## src/rtl/prio_sched_pkg.sv

```systemverilog
// rtl/prio_sched_pkg.sv - shared types, sizes and tree value packing for prio_sched
package prio_sched_pkg;

  localparam int N_SRC  = 8;
  localparam int PRIO_W = 8;
  localparam int DEPTH  = 8;
  localparam int ID_W   = 3;

  typedef logic [PRIO_W-1:0] prio_t;
  typedef logic [ID_W-1:0]   src_id_t;

  typedef enum logic [1:0] {
    IDLE   = 2'd0,
    OFFER  = 2'd1,
    SETTLE = 2'd2
  } sched_state_e;

  // Inverted index in the low bits makes every value unique and lets the lower index win ties.
  function automatic logic [31:0] pack_val(prio_t prio, src_id_t idx);
    return {prio, 21'b0, ~idx};
  endfunction

endpackage

```

## src/rtl/prio_sched_if.sv

```systemverilog
// rtl/prio_sched_if.sv - core offer/return handshake and configuration bus for prio_sched
interface prio_sched_if;
  import prio_sched_pkg::*;

  logic    irq_valid;
  src_id_t irq_id;
  prio_t   irq_prio;
  logic    irq_ready;
  logic    irq_done;
  logic    cfg_we;
  src_id_t cfg_idx;
  prio_t   cfg_prio;
  logic    cfg_en;

  modport master (
    input  irq_valid, irq_id, irq_prio,
    output irq_ready, irq_done, cfg_we, cfg_idx, cfg_prio, cfg_en
  );

  modport slave (
    output irq_valid, irq_id, irq_prio,
    input  irq_ready, irq_done, cfg_we, cfg_idx, cfg_prio, cfg_en
  );

endinterface

```

## src/rtl/tree.sv

```systemverilog
// rtl/tree.sv - three-level max-index comparator over eight 32-bit values
module tree (
  input  logic [7:0][31:0] val,
  output logic [2:0]       idx
);

  logic [3:0][31:0] v1;
  logic [3:0][2:0]  i1;
  logic [1:0][31:0] v2;
  logic [1:0][2:0]  i2;

  always_comb begin
    for (int k = 0; k < 4; k++) begin
      if (val[2*k+1] > val[2*k]) begin
        v1[k] = val[2*k+1];
        i1[k] = 3'(2*k+1);
      end else begin
        v1[k] = val[2*k];
        i1[k] = 3'(2*k);
      end
    end
    for (int k = 0; k < 2; k++) begin
      if (v1[2*k+1] > v1[2*k]) begin
        v2[k] = v1[2*k+1];
        i2[k] = i1[2*k+1];
      end else begin
        v2[k] = v1[2*k];
        i2[k] = i1[2*k];
      end
    end
    idx = (v2[1] > v2[0]) ? i2[1] : i2[0];
  end

endmodule

```

## src/rtl/prio_sched.sv

```systemverilog
// rtl/prio_sched.sv - 8-source priority interrupt scheduler with nesting stack
module prio_sched
  import prio_sched_pkg::*;
(
  input  logic             clk,
  input  logic             reset,
  input  logic [N_SRC-1:0] irq_in,
  prio_sched_if.slave      bus,
  output prio_t            cur_level,
  output logic             err
);

  localparam int SP_W  = $clog2(DEPTH + 1);
  localparam int IDX_W = $clog2(DEPTH);

  localparam logic [1:0] S_IDLE   = IDLE;
  localparam logic [1:0] S_OFFER  = OFFER;
  localparam logic [1:0] S_SETTLE = SETTLE;

  logic [N_SRC-1:0]       irq_prev, pending, en, elig, edge_det, clr_mask;
  prio_t                  prio [N_SRC];
  logic [N_SRC-1:0][31:0] val;
  src_id_t                win_idx;
  prio_t                  win_prio;
  src_id_t                cand_id;
  prio_t                  cand_prio;
  logic                   cand_ok;
  logic [1:0]             state;
  logic                   valid_q;
  src_id_t                id_q;
  prio_t                  prio_q;
  prio_t                  stack [DEPTH];
  logic [SP_W-1:0]        sp, sp_dec;
  logic                   hs, stack_full;

  assign bus.irq_valid = valid_q;
  assign bus.irq_id    = id_q;
  assign bus.irq_prio  = prio_q;

  always_comb begin
    edge_det = irq_in & ~irq_prev;
    for (int i = 0; i < N_SRC; i++) begin
      elig[i] = pending[i] & en[i] & (prio[i] != '0);
      val[i]  = elig[i] ? pack_val(prio[i], src_id_t'(i)) : 32'h0;
    end
  end

  tree u_tree (
    .val (val),
    .idx (win_idx)
  );

  always_comb begin
    win_prio   = elig[win_idx] ? prio[win_idx] : '0;
    hs         = valid_q & bus.irq_ready;
    clr_mask   = '0;
    if (hs) clr_mask[id_q] = 1'b1;
    stack_full = (sp == SP_W'(DEPTH));
    sp_dec     = sp - SP_W'(1);
  end

  // A new edge on the source being accepted re-arms it: set beats clear.
  always_ff @(posedge clk or negedge reset) begin
    if (!reset) begin
      irq_prev  <= '0;
      pending   <= '0;
      en        <= '0;
      for (int i = 0; i < N_SRC; i++) prio[i] <= '0;
      cand_id   <= '0;
      cand_prio <= '0;
      cand_ok   <= 1'b0;
    end else begin
      irq_prev <= irq_in;
      pending  <= (pending & ~clr_mask) | edge_det;
      if (bus.cfg_we) begin
        prio[bus.cfg_idx] <= bus.cfg_prio;
        en[bus.cfg_idx]   <= bus.cfg_en;
      end
      cand_id   <= win_idx;
      cand_prio <= win_prio;
      cand_ok   <= (win_prio > cur_level) && !stack_full;
    end
  end

  always_ff @(posedge clk or negedge reset) begin
    if (!reset) begin
      state   <= S_IDLE;
      valid_q <= 1'b0;
      id_q    <= '0;
      prio_q  <= '0;
    end else begin
      case (state)
        S_IDLE: begin
          if (cand_ok) begin
            state   <= S_OFFER;
            valid_q <= 1'b1;
            id_q    <= cand_id;
            prio_q  <= cand_prio;
          end
        end
        S_OFFER: begin
          if (hs) begin
            state   <= S_SETTLE;
            valid_q <= 1'b0;
            id_q    <= '0;
            prio_q  <= '0;
          end else if (!cand_ok) begin
            state   <= S_IDLE;
            valid_q <= 1'b0;
            id_q    <= '0;
            prio_q  <= '0;
          end else begin
            id_q   <= cand_id;
            prio_q <= cand_prio;
          end
        end
        // Candidate registers still hold pre-accept state here; skip one cycle.
        S_SETTLE: state <= S_IDLE;
        default:  state <= S_IDLE;
      endcase
    end
  end

  always_ff @(posedge clk or negedge reset) begin
    if (!reset) begin
      for (int i = 0; i < DEPTH; i++) stack[i] <= '0;
      sp        <= '0;
      cur_level <= '0;
      err       <= 1'b0;
    end else if (hs) begin
      stack[sp[IDX_W-1:0]] <= cur_level;
      sp                   <= sp + SP_W'(1);
      cur_level            <= prio_q;
      if (bus.irq_done) err <= 1'b1;
    end else if (bus.irq_done) begin
      if (sp == '0) begin
        err <= 1'b1;
      end else begin
        cur_level <= stack[sp_dec[IDX_W-1:0]];
        sp        <= sp_dec;
      end
    end
  end

endmodule

```

## src/flat_wrapper.sv

```systemverilog
// flat-port wrapper written by rule: the top's interface ports become plain ports
module prio_sched_flat import prio_sched_pkg::*;
  (clk, reset, irq_in, cur_level, err, bus_irq_valid, bus_irq_id, bus_irq_prio, bus_irq_ready, bus_irq_done, bus_cfg_we, bus_cfg_idx, bus_cfg_prio, bus_cfg_en);
  prio_sched_if bus_i ();
  input  logic clk;
  input  logic reset;
  input  logic [N_SRC-1:0] irq_in;
  output prio_t cur_level;
  output logic err;
  output wire logic [$bits(bus_i.irq_valid)-1:0] bus_irq_valid;
  output wire logic [$bits(bus_i.irq_id)-1:0] bus_irq_id;
  output wire logic [$bits(bus_i.irq_prio)-1:0] bus_irq_prio;
  input wire logic [$bits(bus_i.irq_ready)-1:0] bus_irq_ready;
  input wire logic [$bits(bus_i.irq_done)-1:0] bus_irq_done;
  input wire logic [$bits(bus_i.cfg_we)-1:0] bus_cfg_we;
  input wire logic [$bits(bus_i.cfg_idx)-1:0] bus_cfg_idx;
  input wire logic [$bits(bus_i.cfg_prio)-1:0] bus_cfg_prio;
  input wire logic [$bits(bus_i.cfg_en)-1:0] bus_cfg_en;
  assign bus_irq_valid = bus_i.irq_valid;
  assign bus_irq_id = bus_i.irq_id;
  assign bus_irq_prio = bus_i.irq_prio;
  assign bus_i.irq_ready = bus_irq_ready;
  assign bus_i.irq_done = bus_irq_done;
  assign bus_i.cfg_we = bus_cfg_we;
  assign bus_i.cfg_idx = bus_cfg_idx;
  assign bus_i.cfg_prio = bus_cfg_prio;
  assign bus_i.cfg_en = bus_cfg_en;
  prio_sched u_core (.clk(clk), .reset(reset), .irq_in(irq_in), .bus(bus_i), .cur_level(cur_level), .err(err));
endmodule
```

## config.mk

```make
export PLATFORM = sky130hd
export DESIGN_NAME = prio_sched_flat
export DESIGN_NICKNAME = d
export VERILOG_FILES = /design/src/rtl/prio_sched_pkg.sv /design/src/rtl/prio_sched_if.sv /design/src/rtl/tree.sv /design/src/rtl/prio_sched.sv /design/src/flat_wrapper.sv
export SDC_FILE = /design/constraint.sdc
export NUM_CORES = 1
export LEC_CHECK = 0
export ABC_CLOCK_PERIOD_IN_PS = 24000
export CAP_MARGIN = 20
export CORE_MARGIN = 2
export CORE_UTILIZATION = 35
export CTS_CLUSTER_SIZE = 20
export DETAILED_ROUTE_END_ITERATION = 16
export PLACE_DENSITY_LB_ADDON = 0.12
export SYNTH_ARGS = -nofsm -noshare
export SYNTH_HDL_FRONTEND = slang
export SYNTH_SLANG_ARGS = --single-unit
```

## constraint.sdc

```tcl
create_clock -name clk -period 24 [get_ports clk]
set_input_delay 4.8 -clock clk [delete_from_list [all_inputs] [get_ports clk]]
set_output_delay 4.8 -clock clk [all_outputs]
set_load 0.02 [all_outputs]
```

* Word level (Yosys, flattened, before mapping)
Cells that the tools add are included.
** Storage, ports and cells
- Register bits after elaboration :: 191
- Bits in latches :: 0
- Bits in writable memories :: 0
- Memory bits (read-only) :: 0
- Input bits :: 25
- Output and inout port bits :: 21
- Logic and storage cells :: 173
- Memories :: 0
** Cells by class
- Add/subtract/negate cells :: 2
- Multipliers :: 0
- Divide/modulo/power cells :: 0
- Magnitude comparators :: 19
- Eq/ne operators :: 5
- Shifts and indexed selects :: 0
- Mux-type cells :: 68
- Bitwise logic cells :: 26
- Reductions and logical operators :: 24
** Operators by type and width (number)
- $mux 32 :: 14
- $gt 32x32->1 :: 7
- $bwmux 64 :: 2
- $mux 8 :: 14
- $reduce_bool 8->1 :: 8
- $bmux 8 s3 :: 2
- $demux 8 s3 :: 2
- $mux 3 :: 6
- $and 1x1->1 :: 17
- $and 8x8->8 :: 2
- $ge 4x4->1 const B :: 4
- $not 3->4 :: 4
- $not 8->8 :: 2
- $pmux 8 s2 :: 1
- $mux 1 :: 14
- $lt 3x4->1 const B :: 3
- $mux 4 :: 3
- $bwmux 8 :: 1
- $gt 8x8->1 :: 1
- $lt 4x1->1 const B :: 2
- $or 8x8->8 :: 1
- $reduce_and 2->1 :: 4
- $demux 1 s3 :: 2
- $ge 3x1->1 const B :: 2
- 17 further kinds :: 26

* Logic depth before layout (Yosys ltp)
- Depth in word-level cells :: 16
- Gate-level depth with buffers :: 41
- Depth with buffers taken out :: 36

* Cells and area by module
Synthesis repeated with hierarchy kept, for this count alone.
** Second synthesis, totals
- Cells, all modules :: 1691
- Area total of the unflattened synthesis :: 16608.4 um2
** By module, submodules not included
- prio_sched :: instances 1, cells each 708, area an instance 8946.1 um2, sequential area each 4779.6 um2
- tree :: instances 1, cells each 983, area an instance 7662.3 um2, sequential area each 0.0 um2

* Worst setup path after synthesis
OpenSTA, ideal clock, no wires.
- Kind :: register to register
- From :: reg u_core.prio[60] (netlist bit)
- To :: reg u_core.cand_ok
- Setup time :: 0.123 ns
- Arrival :: 8.080 ns
- Data required time :: 23.877 ns
- Slack :: 15.797 ns
- Stages on the path, launching flop included :: 40
- Path buffers :: 7
- Clock period less this slack :: 8.203 ns
- Cell sequence :: dfrtp_1 > or4_1 > o211a_1 > clkbuf_1 > clkbuf_1 > nand2_1 > ha_1 > a21oi_1 > o21ai_0 > a21o_1 > a31oi_1 > clkbuf_1 > nor2_1 > a31o_2 > inv_1 > ha_1 > a211oi_1 > o21ai_0 > [4 not listed] > buf_6 > mux2i_1 > ha_1 > a21oi_1 > o21a_1 > o21ai_0 > a21o_1 > a21oi_1 > o2bb2ai_1 > clkbuf_1 > mux2_2 > and4bb_1 > ha_1 > a21o_1 > a21o_1 > a21oi_1 > o21ai_0 > o221a_2
** On the way
- Cells in the longest elaborated chain, start to end :: 16
- Elaborated cells between the ends (all ways) :: 20
- Those cells by class :: order compare (4); mux (12); bitwise (2); reduce/logical (2)
** Ends and longest elaborated chain
- start: declaration :: line prio_sched.sv:21 : prio_t prio [N_SRC];
- start signal: indexed assignment :: line prio_sched.sv:76 : prio[bus.cfg_idx] <= bus.cfg_prio;
- $reduce_bool 8->1 :: line prio_sched.sv:43 : elig[i] = pending[i] & en[i] & (prio[i] != '0);
- $and 1x1->1 :: line prio_sched.sv:43
- $mux 32 :: line prio_sched.sv:44 : val[i] = elig[i] ? pack_val(prio[i], src_id_t'(i)) : 32'h0;
- $gt 32x32->1 :: line tree.sv:14 : if (val[2*k+1] > val[2*k]) begin
- $mux 32 :: line tree.sv:14
- $gt 32x32->1 :: line tree.sv:23 : if (v1[2*k+1] > v1[2*k]) begin
- $mux 32 :: line tree.sv:23
- $gt 32x32->1 :: line tree.sv:31 : idx = (v2[1] > v2[0]) ? i2[1] : i2[0];
- $mux 3 :: line tree.sv:31
- $not 3->4 (not written as such) :: line prio_sched.sv:54 : win_prio = elig[win_idx] ? prio[win_idx] : '0;
- $bmux 8 s3 :: line prio_sched.sv:54
- $mux 8 (not written as such) (2 in a row) :: line prio_sched.sv:54
- $mux 8 (*) :: line prio_sched.sv:54
- net u_core.win_prio[5] :: line prio_sched.sv:24 : prio_t win_prio;
- $gt 8x8->1 (*) :: line prio_sched.sv:81 : cand_ok <= (win_prio > cur_level) && !stack_full;
- $logic_and 1x1->1 (*) :: line prio_sched.sv:81
- end signal: assignment :: line prio_sched.sv:81
- end: declaration :: line prio_sched.sv:27 : logic cand_ok;
Mark *: on every way through the listed nets, which the timed path passes. The rest lies on a longest branch. The select of a mux whose other input is x is not followed.
A chain may end at the register's enable or synchronous reset.

* Worst setup path in the final report
- From :: reg u_core.prio[28] (netlist bit)
- To :: reg u_core.cand_ok
Same word-level chain as after synthesis.

==> impl_results.md <==
- Result of the run: completed
- Mapped Nets: approximately 1,200
- Startpoint of the most critical setup path: u_core.prio[28]$_DFFE_PN0P_
- Pre-CTS setup slack: between 10 and 15 ns
- Global placer's final weighted congestion: 0.883
- Total negative slack: 0 ns
- Slack of the worst reg-to-reg path: 14.90 ns
- Number of I/O port buffers: 45
- Initial core utilization: 35.4%
- Total number of clock tree sinks: 191
- Count of different cell masters after synthesis: 68
- Number of warnings reported in the yosys synthesis log: 0
- Hold path startpoint: u_core.irq_prev[2]$_DFF_PN0_
- Via density: about 5.6
- CP Data Required Time: approximately 24 ns
- Final number of max-transition violations: 0
- Vertical extent of the die: 183 um
- Number of cell rows: 65
- Nets: 1,191
- Worst slew margin relative to its limit: 26.0%
- CTS H-tree lvls: 4
- Ranking of synthesized cells by instance count: sky130_fd_sc_hd__dfrtp_1, sky130_fd_sc_hd__nand2_1, sky130_fd_sc_hd__mux2_2
- Post-route clock period utilization: between 30 and 40%
- Total CTS buffers: 17
- Number of optimization iterations in the first detailed-route pass: 5
- Starting DRT DRC Count: 624
- Destination of the worst register-to-register timing path: u_core.cand_ok$_DFF_PN0_
- Total via count in the routed design: 8,405
- Number of hold-repair buffers added at the cts stage: 0
- Fin util: 40.3%
- Synthesized netlist cell count: 1,062
- Max_cap viols: 0
- Detailed-route wire length per cell: 21.4 um
- Max Fanout on Critical Path: 24
- Unrepaired setup endpoints after global routing: no
- Number of enable flip-flop cells after synthesis: 0
- Number of cells on the worst reg-to-reg path: 36
- Synthesized flop and latch total: 191
- Seq/Total Area, Yosys: 42.8%
- Top area cells in the synthesized netlist: sky130_fd_sc_hd__dfrtp_1, sky130_fd_sc_hd__mux2_2, sky130_fd_sc_hd__ha_1
- Worst Hold Class: reg -> reg
- Final antenna-violating net count: 0
- Kind of launch point of the worst setup path: flop
- Sum of routed wire length over all layers: 32,400 um
- Area growth from synthesis to layout: 13.8%
- Maximum cell stage delay along the critical path: 0.77 ns
- Total global routing track utilization: 20.2%
- Global-route congestion overflow total: 0
- Element type at the critical path end: flop
- Total Die Area: around 33,000 um^2
- Placeable core region: 31,500 um^2
- Die Span X: 183 um
- Fmax: 110 MHz
- Worst setup slack after layout: roughly 15 ns
- Root Buffer Master: sky130_fd_sc_hd__clkbuf_16
- Fraction of synthesis flops using an asynchronous set or reset pin: 100%
- Number of global-route vias before repair: approximately 8,300
- Register clock-pin slew on the reported worst setup and hold paths: 0.09 ns
- Average cell area after synthesis: 10.5 um^2
- Top cell type by total area after synthesis: sky130_fd_sc_hd__dfrtp_1
- Post-synthesis instance area: 11,200 um^2
- Antenna Diode Count: 0
- Top-level I/O count: between 40 and 50
- Clock Path Buffers: 2
- Drc violations: 0
- Gates resized, CTS repair: 0
- CP endpoint: u_core.cand_ok$_DFF_PN0_
- Number of setup buffers added after CTS: 0
- Most used standard cell by instance count after synthesis: sky130_fd_sc_hd__dfrtp_1
- Actual slew at the worst max-slew pin: 1.10 ns
- Top-area cell type share of the netlist area: a little over two fifths
- Half-perimeter wire length after detailed placement: 23,600 um
- Reg2Reg Launch Point: u_core.prio[28]$_DFFE_PN0P_
- Most common cell type on the critical path: sky130_fd_sc_hd__a21oi_1
- Most frequently used flop master after synthesis: sky130_fd_sc_hd__dfrtp_1
- Final Hold Viols: 0
- TritonCTS clock tree: yes
- Share of layout cells above drive strength 1: between 10% and 20%
- Largest net degree at the start of global routing: 71
- Clock Latency Late Sink: 0.46 ns
- CP Class: reg -> reg
- Clock Skew: 0.0210 ns
- Total of endpoints with negative setup slack in the final report: 0
- Final critical path time including I/O delays and setup: between 9 and 10 ns
- Arrival time worst endpoint: 9.45 ns
- Slowest stage cell, crit path: sky130_fd_sc_hd__a221oi_1
- Initial antenna violation count: 0
- First-pass GRT wire length: between 50,000 and 60,000 um
==> stage by stage <==
step           std cells  area, um^2  hold WS, ns
3_3_place_gp        1480       12100        0.411
3_5_place_dp        1480       12100        0.412
2_1_floorplan       1062       11200        0.400
4_1_cts             1512       12700        0.416
5_1_grt             1513       12700        0.430
6_report            1513       12700        0.412
==> how the worst min path moves through the flow <==
stage / to / cells past startpoint / slack [ns]
3_3_place_gp: u_core.pending[2]$_DFF_PN0_ / 1 / 0.41
3_5_place_dp: u_core.pending[0]$_DFF_PN0_ / 1 / 0.41
6_report: u_core.pending[2]$_DFF_PN0_ / 1 / 0.41
2_1_floorplan: u_core.pending[0]$_DFF_PN0_ / 1 / 0.40
4_1_cts: u_core.pending[2]$_DFF_PN0_ / 1 / 0.42
5_1_grt: u_core.pending[3]$_DFF_PN0_ / 1 / 0.43
==> routing by layer <==
layer	up-vias	routed length (um)	global-route usage, %
li1	3998	-	-
met1	4208	15200	27.2
met2	177	15600	34.1
met3	22	1020	2.57
met4	0	580	5.52
met5	-	0	0
==> critical path, delay by kind of cell, from the launching register on <==
family | cells | cell delay (ns)
AO/OA/AOI/OAI | 23 | 4.73
AND/OR/NAND/NOR | 6 | 1.94
buffers and inverters | 3 | 0.79
adder cells (fa/ha/maj) | 4 | 1.12
flip-flops | 1 | 0.44
==> cell families after synthesis <==
family | Yosys count | synth area share, %
AOI/OAI and AO/OA | 240 | 14.2
adders and majority gates | 68 | 7.63
buffers and inverters | 93 | 3.35
muxes | 172 | 18.8
DFF | 191 | 42.8
xor gates and xnor gates | 4 | 0.314
and+or+nand+nor | 294 | 12.8
==> cells in the final DEF (no fill, tap or decap), types with 7 or more instances in the layout <==
master | synthesis | final
sky130_fd_sc_hd__and4bb_1 | 7 | 7
sky130_fd_sc_hd__nor2b_1 | 7 | 7
sky130_fd_sc_hd__and2_1 | 12 | 12
sky130_fd_sc_hd__mux4_2 | 16 | 16
sky130_fd_sc_hd__inv_1 | 47 | 47
sky130_fd_sc_hd__a21oi_1 | 69 | 69
sky130_fd_sc_hd__or4_1 | 7 | 7
sky130_fd_sc_hd__nand2_1 | 133 | 133
sky130_fd_sc_hd__ha_1 | 68 | 68
sky130_fd_sc_hd__clkbuf_16 | 0 | 17
sky130_fd_sc_hd__o32a_1 | 7 | 7
sky130_fd_sc_hd__a21o_1 | 7 | 7
sky130_fd_sc_hd__nor4_1 | 11 | 11
sky130_fd_sc_hd__dfrtp_1 | 191 | 191
sky130_fd_sc_hd__clkdlybuf4s50_1 | 0 | 44
sky130_fd_sc_hd__o32ai_1 | 7 | 7
sky130_fd_sc_hd__o22ai_1 | 7 | 7
sky130_fd_sc_hd__a211oi_1 | 12 | 12
sky130_fd_sc_hd__nand2b_1 | 9 | 9
sky130_fd_sc_hd__nand4_1 | 9 | 9
sky130_fd_sc_hd__o21ai_0 | 58 | 57
sky130_fd_sc_hd__a22o_1 | 8 | 8
sky130_fd_sc_hd__mux2_2 | 131 | 131
sky130_fd_sc_hd__mux2i_1 | 24 | 24
sky130_fd_sc_hd__a22oi_1 | 8 | 8
sky130_fd_sc_hd__nor2_1 | 51 | 51
sky130_fd_sc_hd__and3_1 | 10 | 10
sky130_fd_sc_hd__nor3_1 | 14 | 13
sky130_fd_sc_hd__buf_4 | 0 | 18
sky130_fd_sc_hd__a31o_2 | 8 | 8
==> layout make-up <==
cell class	instances	area [um^2]
Multi-Input combinational cell	778	6020
Clock inverter	15	203
Fill cell	3070	18800
Tap cell	402	503
Sequential cell	191	4780
Clock buffer	17	425
Inverter	47	176
Timing Repair Buffer	63	589
==> sequential cells by signal (all words and copies together), names as in the netlist <==
signal,cells
u_core.state,2
u_core.pending,8
u_core.stack,64
u_core.cand_ok,1
u_core.bus.irq_id,3
u_core.cand_prio,8
u_core.bus.irq_valid,1
u_core.sp,4
u_core.bus.irq_prio,8
u_core.cand_id,3
u_core.en,8
u_core.err,1
u_core.irq_prev,8
u_core.prio,64
u_core.cur_level,8
Power is not shown: default switching activity piles up to over one toggle a cycle in this logic, so the estimate is an artifact.
